[src/rtl/alu_issue_stage.sv]
// Decode-to-execute issue register: maps RV32I opcode/funct fields to an ALU op code and registers both operands.
// Optional single-level result forwarding is enabled by defining ALU_ISSUE_FORWARD_EN.
module alu_issue_stage #(
   parameter int XLEN = 32
) (
   input  logic            clk,
   input  logic            rst_n,
   input  logic            flush,
   input  logic            in_valid,
   output logic            in_ready,
   input  logic [6:0]      in_opcode,
   input  logic [2:0]      in_funct3,
   input  logic [6:0]      in_funct7,
   input  logic [4:0]      in_rs1,
   input  logic [4:0]      in_rs2,
   input  logic [4:0]      in_rd,
   input  logic [XLEN-1:0] in_rs1_data,
   input  logic [XLEN-1:0] in_rs2_data,
   input  logic [XLEN-1:0] in_imm,
   input  logic [XLEN-1:0] alu_result,
   output logic            out_valid,
   input  logic            out_ready,
   output logic [XLEN-1:0] out_operand1,
   output logic [XLEN-1:0] out_operand2,
   output logic [3:0]      out_alu_op,
   output logic [4:0]      out_rd,
   output logic            out_illegal
);

   typedef enum logic [3:0] {
      ALU_ADD  = 4'd0,
      ALU_SUB  = 4'd1,
      ALU_SLL  = 4'd2,
      ALU_SLT  = 4'd3,
      ALU_SLTU = 4'd4,
      ALU_XOR  = 4'd5,
      ALU_SRL  = 4'd6,
      ALU_SRA  = 4'd7,
      ALU_OR   = 4'd8,
      ALU_AND  = 4'd9,
      ALU_NOP  = 4'd15
   } alu_op_e;

   localparam logic [6:0] OPC_OP     = 7'b0110011;
   localparam logic [6:0] OPC_OP_IMM = 7'b0010011;
   localparam logic [6:0] OPC_LOAD   = 7'b0000011;
   localparam logic [6:0] OPC_STORE  = 7'b0100011;
   localparam logic [6:0] OPC_LUI    = 7'b0110111;

   localparam logic [6:0] F7_BASE = 7'b0000000;
   localparam logic [6:0] F7_ALT  = 7'b0100000;

   // funct3 to op for the base (funct7 = 0) encodings shared by R-type and I-type.
   function automatic alu_op_e base_op(input logic [2:0] f3);
      case (f3)
         3'b000:  base_op = ALU_ADD;
         3'b001:  base_op = ALU_SLL;
         3'b010:  base_op = ALU_SLT;
         3'b011:  base_op = ALU_SLTU;
         3'b100:  base_op = ALU_XOR;
         3'b101:  base_op = ALU_SRL;
         3'b110:  base_op = ALU_OR;
         default: base_op = ALU_AND;
      endcase
   endfunction

   alu_op_e         dec_op;
   logic            dec_illegal;
   logic            use_rs1;
   logic            use_rs2;
   logic            use_imm;
   logic [4:0]      dec_rd;
   logic [XLEN-1:0] rs1_val;
   logic [XLEN-1:0] rs2_val;
   logic [XLEN-1:0] next_op1;
   logic [XLEN-1:0] next_op2;
   logic            load;

   assign in_ready = !out_valid || out_ready;
   assign load     = in_valid && in_ready;

   // NOTE: every signal gets a default at the top of the block so no path leaves it unassigned (no latch).
   always_comb begin
      dec_op      = ALU_NOP;
      dec_illegal = 1'b0;
      use_rs1     = 1'b0;
      use_rs2     = 1'b0;
      use_imm     = 1'b0;
      dec_rd      = in_rd;
      case (in_opcode)
         OPC_OP: begin
            use_rs1 = 1'b1;
            use_rs2 = 1'b1;
            if (in_funct7 == F7_BASE) begin
               dec_op = base_op(in_funct3);
            end else if (in_funct7 == F7_ALT && in_funct3 == 3'b000) begin
               dec_op = ALU_SUB;
            end else if (in_funct7 == F7_ALT && in_funct3 == 3'b101) begin
               dec_op = ALU_SRA;
            end else begin
               dec_illegal = 1'b1;
            end
         end
         OPC_OP_IMM: begin
            use_rs1 = 1'b1;
            use_imm = 1'b1;
            case (in_funct3)
               3'b001: begin
                  if (in_funct7 == F7_BASE) dec_op = ALU_SLL;
                  else                      dec_illegal = 1'b1;
               end
               3'b101: begin
                  if (in_funct7 == F7_BASE)     dec_op = ALU_SRL;
                  else if (in_funct7 == F7_ALT) dec_op = ALU_SRA;
                  else                          dec_illegal = 1'b1;
               end
               default: dec_op = base_op(in_funct3);
            endcase
         end
         OPC_LOAD: begin
            dec_op  = ALU_ADD;
            use_rs1 = 1'b1;
            use_imm = 1'b1;
         end
         OPC_STORE: begin
            dec_op  = ALU_ADD;
            use_rs1 = 1'b1;
            use_imm = 1'b1;
            dec_rd  = 5'd0;
         end
         OPC_LUI: begin
            dec_op  = ALU_ADD;
            use_imm = 1'b1;
         end
         default: dec_illegal = 1'b1;
      endcase

      // Illegal encodings issue as a NOP with zero operands and no writeback.
      if (dec_illegal) begin
         dec_op  = ALU_NOP;
         use_rs1 = 1'b0;
         use_rs2 = 1'b0;
         use_imm = 1'b0;
         dec_rd  = 5'd0;
      end
   end

`ifdef ALU_ISSUE_FORWARD_EN
   logic fwd_live;

   // The held instruction's result is still in flight; take it instead of the stale register-file value.
   assign fwd_live = out_valid && (out_rd != 5'd0);
   assign rs1_val  = (fwd_live && in_rs1 == out_rd) ? alu_result : in_rs1_data;
   assign rs2_val  = (fwd_live && in_rs2 == out_rd) ? alu_result : in_rs2_data;
`else
   logic unused_fwd_inputs;

   assign unused_fwd_inputs = ^{alu_result, in_rs1, in_rs2};
   assign rs1_val           = in_rs1_data;
   assign rs2_val           = in_rs2_data;
`endif

   always_comb begin
      next_op1 = use_rs1 ? rs1_val : '0;
      if (use_rs2)      next_op2 = rs2_val;
      else if (use_imm) next_op2 = in_imm;
      else              next_op2 = '0;
   end

   // NOTE: state registers use non-blocking assignments so every flop samples pre-edge values.
   always_ff @(posedge clk or negedge rst_n) begin
      if (!rst_n) begin
         out_valid    <= 1'b0;
         out_operand1 <= '0;
         out_operand2 <= '0;
         out_alu_op   <= ALU_NOP;
         out_rd       <= 5'd0;
         out_illegal  <= 1'b0;
      end else if (flush) begin
         out_valid   <= 1'b0;
         out_illegal <= 1'b0;
      end else if (load) begin
         out_valid    <= 1'b1;
         out_operand1 <= next_op1;
         out_operand2 <= next_op2;
         out_alu_op   <= dec_op;
         out_rd       <= dec_rd;
         out_illegal  <= dec_illegal;
      end else if (out_ready) begin
         out_valid <= 1'b0;
      end
   end

endmodule

[config.mk]
export PLATFORM = sky130hd
export DESIGN_NAME = alu_issue_stage
export DESIGN_NICKNAME = d
export VERILOG_FILES = /design/src/rtl/alu_issue_stage.sv
export SDC_FILE = /design/constraint.sdc
export NUM_CORES = 1
export LEC_CHECK = 0
export BUFFER_PORTS_ARGS = -buffer_cell sky130_fd_sc_hd__clkbuf_2
export CORE_MARGIN = 3
export CORE_UTILIZATION = 35
export DETAILED_ROUTE_END_ITERATION = 7
export GPL_TIMING_DRIVEN = 1
export PLACE_DENSITY = 0.82
export REMOVE_ABC_BUFFERS = 1
export SYNTH_ARGS = -nofsm -noshare
export SYNTH_HDL_FRONTEND = slang
export SYNTH_SLANG_ARGS = --single-unit
[constraint.sdc]
create_clock -name clk -period 2.5 [get_ports clk]
set_input_delay 0.5 -clock clk [delete_from_list [all_inputs] [get_ports clk]]
set_output_delay 0.5 -clock clk [all_outputs]
set_load 0.02 [all_outputs]
## After elaboration in Yosys (flattened, before gate mapping)

Cells that the tools add are included.

- Register bits after elaboration: 75
- Latch bits: 0
- Memory bits (writable): 0
- Bits in read-only memories: 0
- Output and inout bits: 76
- Word-level logic and storage cells: 67
- Memories kept: 0

- $add $sub $neg: 0
- Multipliers: 0
- Div/mod/pow operators: 0
- Order comparisons: 0
- Equality and inequality tests: 12
- Shift-type cells: 0
- Multiplexer cells: 35
- Bitwise gates (word level): 1
- Reduce and logical (&&, ||, !) cells: 13

Operator list:

| operator | count |
|---|---|
| 2-to-1 mux 32 bit | 3 |
| equality test 7 x 6 -> 1 bit, second input constant | 4 |
| 2-to-1 mux 4 bit | 7 |
| one-hot mux 4 bit (7 select lines) | 1 |
| one-hot mux 4 bit (5 select lines) | 1 |
| 2-to-1 mux 1 bit | 17 |
| one-hot mux 4 bit (3 select lines) | 1 |
| 2-to-1 mux 5 bit | 2 |
| equality test 3 bit, second input constant | 3 |
| one-hot mux 4 bit (2 select lines) | 1 |
| OR reduction 4 bit | 2 |
| equality test 7 x 2 -> 1 bit, second input constant | 1 |
| equality test 7 x 5 -> 1 bit, second input constant | 1 |
| logical NOT 7 bit | 1 |
| equality test 3 x 2 -> 1 bit, second input constant | 2 |
| equality test 3 x 1 -> 1 bit, second input constant | 1 |
| logical AND 1 bit | 3 |
| logical NOT 3 bit | 1 |
| one-hot mux 1 bit (3 select lines) | 1 |
| nonzero test 3 bit | 1 |
| OR reduction 3 bit | 1 |
| one-hot mux 1 bit (2 select lines) | 1 |
| AND reduction 2 bit | 1 |
| nonzero test 2 bit | 1 |
| other kinds (3) | 3 |

## Depth between registers and ports, before layout

Gate-level depths: netlist (run 1).

- Depth in word-level cells: 9
- Gate-level depth with buffers: 7

## Worst setup path after synthesis (run 1)

No wires, ideal clock.

- Path type: input to register
- Start point: in out_ready
- End point: reg out_operand1[10]
- Setup time: 0.066 ns
- Arrival: 1.942 ns
- Setup slack: 0.493 ns
- Stages on the path: 7
- Buffers on the path: 2
- Cells stage by stage: nand2b_1 -> buf_2 -> nand3b_2 -> a2111o_1 -> nor3_4 -> buf_6 -> a22o_1

- Longest elaborated chain between the ends: 3

Ends and longest elaborated chain:

| element | line | text |
|---|---|---|
| start, declared | 22 | `input logic out_ready,` |
| logical OR 1 bit | 79 | `assign in_ready = !out_valid \|\| out_ready;` |
| net in_ready | 10 | `output logic in_ready,` |
| logical AND 1 bit | 80 | `assign load = in_valid && in_ready;` |
| AND reduction 2 bit (no source line) | - |  |
| end signal, assigned | 184 | `out_operand1 <= next_op1;` |
| end, declared | 23 | `output logic [XLEN-1:0] out_operand1,` |

The timed path passes the listed nets, and every way through them passes these cells.
A chain may end at the register's enable or synchronous reset.

## Worst setup path in the final report (run 1)

- Start point: reg out_valid
- End point: reg out_operand2[9]

- Longest elaborated chain between the ends: 4

Ends and longest elaborated chain:

| element | line | text |
|---|---|---|
| start, declared | 21 | `output logic out_valid,` |
| start signal, assigned | 173 | `out_valid <= 1'b0;` |
| start signal, assigned | 180 | `out_valid <= 1'b0;` |
| start signal, assigned | 183 | `out_valid <= 1'b1;` |
| logical NOT 1 bit | 79 |  |
| logical OR 1 bit | 79 |  |
| logical AND 1 bit | 80 |  |
| AND reduction 2 bit (no source line) | - |  |
| end signal, assigned | 185 | `out_operand2 <= next_op2;` |
| end, declared | 24 | `output logic [XLEN-1:0] out_operand2,` |

Every way passes these cells.

==> results of run 1 <==
cell type report:
cell class                 instances  area, um2  share of cell area [%]
inverter                           3       11.3                   0.247
clock inverter                     5       37.5                   0.825
sequential                        75       1880                    41.4
tap                              108        135                    2.97
multi-input combinational        169       1280                    28.2
clock buffer                      11        141                    3.11
timing repair buffer             205       1060                    23.3
registers in the layout (all words and copies together) (netlist names):
| name | cells |
|---|---|
| out_operand1 | 32 |
| out_operand2 | 32 |
| out_rd | 5 |
| out_alu_op | 4 |
| out_illegal | 1 |
| out_valid | 1 |
cell usage after synthesis (2+ instances only):
library cell	n	area, um2
a32o_1	5	50.1
dfrtp_1	71	1780
dfstp_2	4	105
a311oi_1	2	17.5
a21o_1	32	240
a22o_1	64	561
nor4_2	2	25.0
nand2b_1	5	31.3
clkbuf_1	8	30.0
o211ai_1	2	15.0
buf_2	8	40.0
inv_1	3	11.3
o21a_1	2	15.0
buf_6	3	33.8
nand3_1	6	30.0
nand2_1	7	26.3
nor3_1	2	10.0
a21oi_1	9	45.0
nor2_1	11	41.3
nor2_2	2	12.5
o21ai_0	3	15.0
final timing paths:
kind / endpoint / start / depth (start not counted) / slack [ns]
min in group clk: out_operand2[12]$_DFFE_PN0P_ / in_imm[12] / 2 / 0.36
setup reg to reg: out_operand2[9]$_DFFE_PN0P_ / out_valid$_DFFE_PN0P_ / 7 / 0.49
setup / recovery: out_operand2[9]$_DFFE_PN0P_ / out_valid$_DFFE_PN0P_ / 7 / 0.49
max in group asynchronous: out_operand2[24]$_DFFE_PN0P_ / rst_n / 1 / 1.58
hold / removal: out_operand1[28]$_DFFE_PN0P_ / rst_n / 1 / 0.31
hold reg to reg: out_rd[0]$_DFFE_PN0P_ / out_rd[0]$_DFFE_PN0P_ / 1 / 0.50
cells by family after synthesis:
kind of cell    count (synthesis)  share of synthesized area [%]
compound gates                125                           30.9
xor+xnor                        1                          0.268
simple gates                   43                           7.77
flops                          75                           57.6
buf+inv                        22                           3.52
power by group through the flow:
stage | Sequential (uW) | Combinational [uW] | Clock (uW)
after floorplan | 1300 | 64.1 | 0
after global placement | 1270 | 260 | 0
after detailed placement | 1270 | 268 | 0
after CTS | 1250 | 269 | 888
after global routing | 1250 | 291 | 931
final | 1250 | 266 | 848
layer usage:
layer  GRT usage [%]  vias up  share of wire, %
met5               0        -                 0
met4            3.33        0              0.39
met3            4.94        2               6.2
met2            29.4      123                53
met1            20.7     1459                41
li1                -     1419                 -
metrics by stage:
| stage | hold WS (ns) | util (%) | setup TNS [ns] | worst slack (ns) | power, uW |
|---|---|---|---|---|---|
| floorplan | 0.204 | - | -64.21 | -1.18 | 1360 |
| global placement | 0.475 | 49.1 | -5.95 | -0.189 | 1530 |
| detailed placement | 0.481 | 49.1 | -6.21 | -0.211 | 1540 |
| CTS | 0.340 | 51.1 | 0 | 0.134 | 2400 |
| global route | 0.337 | 51.2 | 0 | 0.337 | 2470 |
| finish | 0.315 | 51.2 | 0 | 0.488 | 2360 |
==> key figures, run 1 <==
Setup path
  – Crit Path Class: flip-flop to flip-flop
  – Crit path max fanout: 70
  – Nature of the critical path startpoint: flip-flop
  – Critical path data arrival time: 2.23 ns
  – CP delay by family, top: buffers and inverters
  – CP most frequent cell: buf_4
  – Slowest CP cell: buf_4
  – Max stage delay on crit path: ~0.6 ns
  – Crit-path cells: nand2b_1, nand3b_2, buf_4, nor4_4, buf_4, a22o_1, a21o_1
  – CP Capture Type: flip-flop
  – Buf/Inv on CP: 2
  – Critical path required time: roughly 2.7 ns

Yosys
  – Primary FF master, synth: dfrtp_1
  – Synthesized flop and latch total: 75
  – Netlist cell types: 36
  – Post-synth ARST share: 100%
  – Post-synth EDFFs: 0
  – Syn Std Cell Area: 0.00327 mm2
  – Gate Count Post-Synth: roughly 270
  – Yosys Warn Count: 0
  – Seq/Total Area, Yosys: between 50% and 60%
  – Mean Syn Cell Area: ~12 um2

Flow run
  – Max cap viols: 0

Die
  – CORE AREA: roughly 0.0089 mm2
  – Die Wd: slightly above 100 um
  – I/O pin count: 241
  – Die H: around 100 um
  – Starting Density: a little under two fifths
  – Die area: ~0.011 mm2
  – Std-Cell Rows: 34

CTS
  – Max H-tree Level: 3
  – CTS tree: yes
  – Hold_buf cts: 0
  – # resized after CTS: 0
  – Clock Path Buffers: 2
  – Setup Buffers After CTS: 0
  – Reg clk slew, reported paths: ~0.09 ns
  – CTS Root Cell: clkbuf_8
  – # clock sinks: 75
  – Num CTS Buffers: 9
  – Worst skew pair latency: 0.33 ns

Pwr
  – P_leak: 0.00273 uW
  – Sw power: approximately 600 uW
  – Int Pwr: roughly 1700 uW
  – Pwr dens: roughly 520 mW/mm2
  – Combinational fraction of design power: about 11%
  – Sw Share: approximately a quarter
  – Max rail drop VDD: 0.335 mV
  – Reg power frac: a little over half
  – Clock Power Share: roughly 36%

Route
  – Vias: 3,003
  – Via density per instance: between 5 and 6
  – Routed length per placed instance: about 16 um
  – First-pass iteration count of the detailed router: 5
  – Antenna Nets Post-Route: 0
  – Drc violations: 0
  – Number of DRC markers in iteration 0: 105
  – Detailed-route wire length: about 9400 um

STA
  – Worst Tran Pin Value: 0.950 ns
  – RSZ-0062 raised after global routing: no
  – Fin Clk Skew: a little under 0.008 ns
  – Slew headroom: ~37%
  – Fin. max-slew vios: 0
  – Final setup viols: 0
  – Tmin final: between 2 and 2.5 ns
  – Fin. Hold Viols: 0
  – Period Utilization, post-route: 80.5%
  – Max frequency: slightly below 500 MHz

Global route
  – Total global-route track usage: about 17%
  – Vias in the first global route: a little under 3,000
  – Initial antenna violation count: 0
  – Pin count of the biggest net entering global routing: 76
  – Overflow after GRT: 0
  – First-pass GRT wire length: around 14,000 um

Placed design
  – DP Cell Count: 560
  – DP Area: 0.00437 mm2
  – DP HPWL: 6800 um
  – PortBufs: ~200
  – Routability cong.: 0.870

Layout
  – Commonest non-fill, non-tap cell in the layout: clkbuf_2
  – Fill count: approximately 800
  – Layout area overhead: 39.2%
  – Nets: 628
  – Fin area: approximately 0.0046 mm2
  – Final cell count without fillers: ~580
  – # diodes: 0
  – Most frequent cells in the layout: clkbuf_2 (197), dfrtp_1 (71), a22o_1 (64)
  – Ratio of cells with drive above 1 in the final layout: roughly half

Worst hold path
  – HP Class: input port to asynchronous set/reset pin

Outcome
  – Status: finished clean
Power figures use the tool's default switching activity.
==> run 2, diff against run 1 <==
--- a/config.mk
+++ b/config.mk
@@ -5,6 +5,7 @@
 export SDC_FILE = /design/constraint.sdc
 export NUM_CORES = 1
 export LEC_CHECK = 0
+export ABC_AREA = 1
 export BUFFER_PORTS_ARGS = -buffer_cell sky130_fd_sc_hd__clkbuf_2
 export CORE_MARGIN = 3
 export CORE_UTILIZATION = 35
==> constraint.sdc (replaced) <==
create_clock -name clk -period 1.63 [get_ports clk]
set_input_delay 0.326 -clock clk [delete_from_list [all_inputs] [get_ports clk]]
set_output_delay 0.326 -clock clk [all_outputs]
set_load 0.02 [all_outputs]
==> key figures, run 2 <==
Outcome
  – Status: finished clean

Layout
  – # diodes: 0 (unchanged)
  – Fin util: 51.4% (+0.27 points)
  – Nets: 881 (+40%)
  – Layout area overhead: 41.5%
  – Fill count: 1,047 (+28%)
  – Commonest non-fill, non-tap cell in the layout: nand2_1
  – Most frequent cells in the layout: nand2_1 (227), clkbuf_2 (197), nand3_1 (81)
  – Ratio of cells with drive above 1 in the final layout: 36.3% (-13 points)
  – Regs by FF count: out_operand1: 32 flops, out_operand2: 32 flops, out_rd: 5 flops

Yosys
  – Combinational family with the most area after synthesis: simple AND/OR/NAND/NOR gates
  – Yosys Warn Count: 0 (unchanged)
  – Most numerous cell in the Yosys netlist: nand2_1
  – Syn Std Cell Area: 0.00379 mm2 (+16%)
  – Post-synthesis xor/xnor area fraction: 0% (-0.27 points)
  – Synth Area in Compound Gates: 6.58% (-24 points)
  – Post-synth top area cell: dfrtp_1
  – Netlist cell types: 23 (-36%)
  – Mux share of post-synthesis cell area: 0% (unchanged)
  – Adder-cell share of the synthesized area: 0% (unchanged)
  – Gate Count Post-Synth: 506 (+90%)
  – Post-synth top cells: nand2_1 (227), nand3_1 (81), dfrtp_1 (71)
  – Synthesized flop and latch total: 75 (unchanged)
  – Post-synthesis simple-gate area fraction: 37.1% (+29 points)
  – Post-synth ARST share: 100% (unchanged)
  – Area share of the largest cell type after synthesis: 46.9% (-7.4 points)
  – Mean Syn Cell Area: 7.48 um2 (-39%)
  – Post-synth EDFFs: 0 (unchanged)
  – Top cells by area, synth: dfrtp_1 (47%), nand2_1 (23%), nand3_1 (11%), o21ai_1 (4.8%), dfstp_2 (2.8%)
  – Seq/Total Area, Yosys: 49.7% (-7.9 points)
  – Primary FF master, synth: dfrtp_1

Die
  – Std-Cell Rows: 37 (+8.8%)
  – Starting Density: 36.3% (-0.41 points)
  – I/O pin count: 241 (unchanged)
  – Die area: 0.0121 mm2 (+15%)
  – Die H: 110 um (+7.2%)
  – CORE AREA: 0.0104 mm2 (+17%)
  – Die Wd: 110 um (+7.2%)

Setup path
  – Crit path max fanout: 58 (-17%)
  – Critical path required time: 1.85 ns (-0.87 ns)
  – CP most frequent cell: nand2_1
  – Slowest CP cell: nor2_2
  – Buf/Inv on CP: 2 (unchanged)
  – Nature of the critical path startpoint: input port
  – Crit Path Class: input port to flip-flop
  – CP Capture Type: flip-flop
  – Crit-path cells: clkbuf_2, nand2_1, nor2_2, nand3_1, nor2_1, nand2_1, nor2_2, nor2_8, buf_12, nand3_1, nand2_1, nand2_1, nand2_1
  – CP delay by family, top: simple AND/OR/NAND/NOR gates
  – Max stage delay on crit path: 0.22 ns (-0.39 ns)
  – Critical path data arrival time: 1.64 ns (-0.59 ns)

STA
  – RSZ-0062 raised after global routing: no
  – Tmin final: between 1 and 1.5 ns
  – Worst Tran Pin Value: 0.425 ns (-0.525 ns)
  – Fin. max-slew vios: 0 (unchanged)
  – Period Utilization, post-route: approximately 87%
  – Slew headroom: 71.7% (+35 points)
  – Setup TNS Final: 0 ns (unchanged)
  – Fin Clk Skew: 0.00855 ns (+0.000619 ns)
  – Fin. Hold Viols: 0 (unchanged)
  – Max frequency: ~700 MHz
  – Hold WS: 0.214 ns (-0.100 ns)
  – Final setup viols: 0 (unchanged)

Pwr
  – Max rail drop VDD: 0.427 mV (+28%)
  – Clock Power Share: 39.9% (+4.0 points)
  – Sw Share: 24.6% (-1.5 points)
  – Pwr dens: 734 mW/mm2 (+42%)
  – Sw power: 968 uW (+57%)
  – Int Pwr: 2970 uW (+70%)
  – P_leak: 0.00304 uW (+11%)
  – Combinational fraction of design power: 11.8% (+0.5 points)
  – Reg power frac: 48.3% (-4.5 points)

CTS
  – Max H-tree Level: 3 (unchanged)
  – Reg clk slew, reported paths: 0.09 ns (about the same)
  – CTS Root Cell: clkbuf_8
  – Num CTS Buffers: 9 (unchanged)
  – CTS tree: yes
  – Clock Path Buffers: 2 (unchanged)
  – # clock sinks: 75 (unchanged)
  – Setup Buffers After CTS: 0 (unchanged)
  – Worst skew pair latency: 0.34 ns (about the same)

Global route
  – Pin count of the biggest net entering global routing: 59 (-22%)
  – Vias in the first global route: 3,620 (+26%)
  – Total global-route track usage: 16.7% (-0.090 points)
  – Initial antenna violation count: 0 (unchanged)
  – First-pass GRT wire length: 16,200 um (+16%)
  – Overflow after GRT: 0 (unchanged)

Placed design
  – PortBufs: 198 (unchanged)
  – DP HPWL: 8000 um (+18%)
  – Routability cong.: 0.813 (-6.6%)

Flow run
  – Max cap viols: 0 (unchanged)

Route
  – Via density per instance: 4.68 (-10%)
  – Drc violations: 0 (unchanged)
  – First-pass iteration count of the detailed router: 5 (unchanged)
  – Number of DRC markers in iteration 0: 216 (+110%)
  – Vias: 4,012 (+34%)
  – Detailed-route wire length: 10,500 um (+11%)
  – Routed length per placed instance: 12.2 um (-25%)
  – Antenna Nets Post-Route: 0 (unchanged)

Worst hold path
  – HP Class: input port to flip-flop
-- run 2: logic make-up (layout without fill, tap and decap cells) --
group,count (synthesis),count (layout)
AOI/OAI and AO/OA,49,49
buffers and inverters,49,264
DFF,75,75
and+or+nand+nor,333,333
-- run 2: final cells by class --
cell class / count / area, um2 / area share, %
Clock buffer: 9 / 124 / 2.31
Clock inverter: 7 / 100 / 1.87
Tap cell: 136 / 170 / 3.18
Timing Repair Buffer: 230 / 1350 / 25.2
Sequential cell: 75 / 1880 / 35.1
Inverter: 18 / 67.6 / 1.26
Multi-Input combinational cell: 382 / 1660 / 31.0
-- run 2: final timing paths --
kind,start,to,slack [ns],depth (start not counted)
setup reg to reg,out_valid$_DFFE_PN0P_,out_operand1[19]$_DFFE_PN0P_,0.23,6
hold reg to reg,out_alu_op[0]$_DFFE_PN1P_,out_alu_op[0]$_DFFE_PN1P_,0.48,2
hold / removal,in_rs1_data[10],out_operand1[10]$_DFFE_PN0P_,0.21,3
min in group asynchronous,rst_n,out_operand1[20]$_DFFE_PN0P_,0.46,2
setup / recovery,in_opcode[4],out_operand2[19]$_DFFE_PN0P_,0.21,13
max in group asynchronous,rst_n,out_alu_op[1]$_DFFE_PN1P_,0.62,3
-- run 2: worst min-delay path: stages --
cell and delay, ns:
clkbuf_2 0.08, nand2_1 0.05, o21ai_1 0.06
-- run 2: metal layers --
| layer | vias up | global-route usage, % | routed length (um) |
|---|---|---|---|
| li1 | 2045 | - | - |
| met1 | 1815 | 19.7 | 4220 |
| met2 | 140 | 30.2 | 5370 |
| met3 | 12 | 3.20 | 701 |
| met4 | 0 | 5.79 | 172 |
| met5 | - | 0 | 0 |
-- run 2: what timing repair did --
action / in CTS / in global routing
resized for setup: 0 / 1
endpoints found under the hold margin: 26 / 0
endpoints found under the setup margin: 0 / 4
hold buffers: 1 / 0
-- run 2: power by group through the flow --
stage	sequential, uW	clock [uW]	combinational [uW]
3_3_place_gp	1940	0	462
6_report	1900	1570	464
4_1_cts	1900	1640	469
2_1_floorplan	1960	0	127
5_1_grt	1900	1710	520
3_5_place_dp	1940	0	467
-- run 2: stage by stage --
step           setup WS [ns]  std cells  total power [uW]  area, um2
2_1_floorplan          -1.71        475              2090       3600
3_3_place_gp         -0.0928        840              2400       5120
3_5_place_dp          -0.130        840              2400       5120
4_1_cts                0.114        857              4010       5360
5_1_grt              0.00589        857              4140       5360
6_report               0.209        857              3940       5360
==> run 3, diff against run 2 <==
--- a/config.mk
+++ b/config.mk
@@ -11,7 +11,7 @@
 export CORE_UTILIZATION = 35
 export DETAILED_ROUTE_END_ITERATION = 7
 export GPL_TIMING_DRIVEN = 1
-export PLACE_DENSITY = 0.82
+export PLACE_DENSITY = 0.79
 export REMOVE_ABC_BUFFERS = 1
 export SYNTH_ARGS = -nofsm -noshare
 export SYNTH_HDL_FRONTEND = slang
==> constraint.sdc (replaced) <==
create_clock -name clk -period 1.5 [get_ports clk]
set_input_delay 0.3 -clock clk [delete_from_list [all_inputs] [get_ports clk]]
set_output_delay 0.3 -clock clk [all_outputs]
set_load 0.02 [all_outputs]
==> key figures, run 3 (same netlist as run 2, synthesis figures left out) <==
Outcome
  – Status: finished clean

STA
  – Fin. max-slew vios: 0 (unchanged)
  – Fin. Hold Viols: 0 (unchanged)
  – Tmin final: between 1 and 1.5 ns
  – RSZ-0062 raised after global routing: no
  – Slew headroom: 78.9% (+7.2 points)
  – Worst Tran Pin Value: 0.316 ns (-0.109 ns)
  – Fin Clk Skew: 0.00863 ns (+0.0000800 ns)
  – Max frequency: 708 MHz
  – Period Utilization, post-route: between 90% and 100%
  – Final setup viols: 0 (unchanged)

Setup path
  – Crit Path Class: flip-flop to flip-flop
  – Critical R2R Capture: out_operand1[0]$_DFFE_PN0P_
  – CP most frequent cell: nand2_2
  – CP endpoint: out_operand1[0]$_DFFE_PN0P_
  – Worst reg-to-reg path cell count: 7 (+1)
  – Nature of the critical path startpoint: flip-flop
  – Reg2reg setup slack: 0.09 ns (-0.14 ns)
  – Critical path data arrival time: 1.67 ns (+0.03 ns)
  – Slowest CP cell: dfrtp_1
  – Crit-path cells: nand2_2, nand2_2, nor2_4, buf_4, buf_12, nand2_1, o21ai_0
  – Crit path max fanout: 30 (-48%)
  – Critical Path Source: out_valid$_DFFE_PN0P_
  – Critical path required time: 1.75 ns (-0.10 ns)
  – R2R Path Start: out_valid$_DFFE_PN0P_
  – Max stage delay on crit path: 0.40 ns (+0.18 ns)
  – CP Capture Type: flip-flop

Die
  – I/O pin count: 241 (unchanged)
  – Die Wd: 110 um (unchanged)
  – Std-Cell Rows: 37 (unchanged)
  – Die area: 0.0121 mm2 (unchanged)
  – Die H: 110 um (unchanged)
  – Starting Density: 36.3% (unchanged)
  – CORE AREA: 0.0104 mm2 (unchanged)

CTS
  – # clock sinks: 75 (unchanged)
  – Worst skew pair latency: 0.34 ns (about the same)
  – Max H-tree Level: 3 (unchanged)
  – Clock Path Buffers: 2 (unchanged)
  – CTS Root Cell: clkbuf_8
  – Num CTS Buffers: 9 (unchanged)
  – Reg clk slew, reported paths: 0.07 ns (-0.02 ns)
  – CTS tree: yes

Route
  – Vias: 3,928 (-2.1%)
  – Via density per instance: 4.56 (-2.5%)
  – Detailed-route wire length: 10,900 um (+3.7%)
  – Number of DRC markers in iteration 0: 269 (+25%)
  – Drc violations: 0 (unchanged)
  – Antenna Nets Post-Route: 0 (unchanged)
  – Routed length per placed instance: 12.6 um (+3.2%)
  – First-pass iteration count of the detailed router: 4 (-1)

Pwr
  – Max rail drop VDD: 0.350 mV (-18%)
  – Combinational fraction of design power: 12.4% (+0.6 points)
  – Reg power frac: 49.7% (+1.4 points)
  – Clock Power Share: 37.9% (-2.0 points)
  – P_leak: 0.00304 uW (+0.17%)
  – Sw power: 1050 uW (+8.5%)
  – Int Pwr: 3110 uW (+4.7%)
  – Pwr dens: 773 mW/mm2 (+5.2%)
  – Sw Share: 25.3% (+0.67 points)
  – Tot Pwr: 4160 uW (+5.6%)

Global route
  – Total global-route track usage: 17.6% (+0.86 points)
  – Overflow after GRT: 0 (unchanged)
  – Initial antenna violation count: 0 (unchanged)
  – Pin count of the biggest net entering global routing: 49 (-17%)
  – First-pass GRT wire length: 16,700 um (+3.5%)
  – Vias in the first global route: 3,578 (-1.2%)

Flow run
  – Max cap viols: 0 (unchanged)

Layout
  – Fill count: 1,043 (-0.38%)
  – Regs by FF count: out_operand1: 32 flops, out_operand2: 32 flops, out_rd: 5 flops
  – Final cell count without fillers: 861 (+0.47%)
  – Most frequent cells in the layout: nand2_1 (225), clkbuf_2 (197), nand3_1 (81)
  – # diodes: 0 (unchanged)
  – Nets: 885 (+0.45%)
  – Ratio of cells with drive above 1 in the final layout: 36.8% (+0.49 points)
  – Commonest non-fill, non-tap cell in the layout: nand2_1
  – Fin area: 0.00538 mm2 (+0.40%)
  – Layout area overhead: 42.1%

Placed design
  – PortBufs: 198 (unchanged)
  – DP Area: 0.00514 mm2 (+0.39%)
  – DP HPWL: 8200 um (+2.4%)
  – Routability cong.: 0.794 (-2.3%)
  – DP Cell Count: 841 (+0.12%)

Worst hold path
  – HP Class: input port to flip-flop
-- run 3: stage by stage --
| step | hold slack [ns] | TNS [ns] | utilization [%] | setup slack (ns) |
|---|---|---|---|---|
| final | 0.176 | 0 | 51.7 | 0.0872 |
| after CTS | 0.156 | 0 | 51.4 | 0.0476 |
| after global placement | 0.207 | -6.91 | 49.4 | -0.140 |
| after detailed placement | 0.206 | -9.20 | 49.4 | -0.174 |
| after global routing | 0.163 | 0 | 51.7 | 0.0131 |
| after floorplan | 0.00441 | -132.92 | - | -1.84 |
-- run 3: per-layer routing --
metal	GRT usage (%)	share of wire [%]	up-vias
met4	6.32	1.2	0
li1	-	-	2041
met1	21.6	43	1746
met5	0	0	-
met3	2.80	6.3	12
met2	31.1	50	129
-- run 3: worst min path at each step --
stage	start	end	slack, ns	cells past startpoint
6_report	flush	out_valid$_DFFE_PN0P_	0.18	2
5_1_grt	in_rs1_data[6]	out_operand1[6]$_DFFE_PN0P_	0.16	3
4_1_cts	flush	out_valid$_DFFE_PN0P_	0.16	2
3_5_place_dp	rst_n	out_operand2[13]$_DFFE_PN0P_	0.21	1
3_3_place_gp	rst_n	out_operand2[22]$_DFFE_PN0P_	0.21	1
2_1_floorplan	rst_n	out_illegal$_DFFE_PN0P_	0.004	0
-- run 3: power by group through the flow --
stage	Combinational, uW	Clock, uW	Sequential [uW]
final	515	1580	2060
after global routing	572	1720	2070
after CTS	514	1630	2060
after detailed placement	511	0	2100
after global placement	504	0	2100
after floorplan	138	0	2130
-- run 3: area by class of cell --
class / instances / area, um2 / area share, %
clock buffer: 11 / 141 / 2.63
sequential: 75 / 1880 / 35.0
timing repair buffer: 234 / 1390 / 25.9
inverter: 18 / 67.6 / 1.26
clock inverter: 5 / 60.1 / 1.12
tap: 136 / 170 / 3.16
multi-input combinational: 382 / 1670 / 31.0
-- run 3: critical path, delay by kind of cell (launching register included) --
family	cells	cell delay (ns)
and+or+nand+nor	4	0.44
DFF	1	0.40
buffers and inverters	2	0.32
AOI/OAI and AO/OA	1	0.16
-- run 3: repair_timing --
action / 4_1_cts / 5_1_grt
hold buffers: 1 / 0
endpoints found under the hold margin: 18 / 0
setup buffers: 0 / 3
gates resized for setup: 0 / 2
endpoints found under the setup margin: 0 / 29
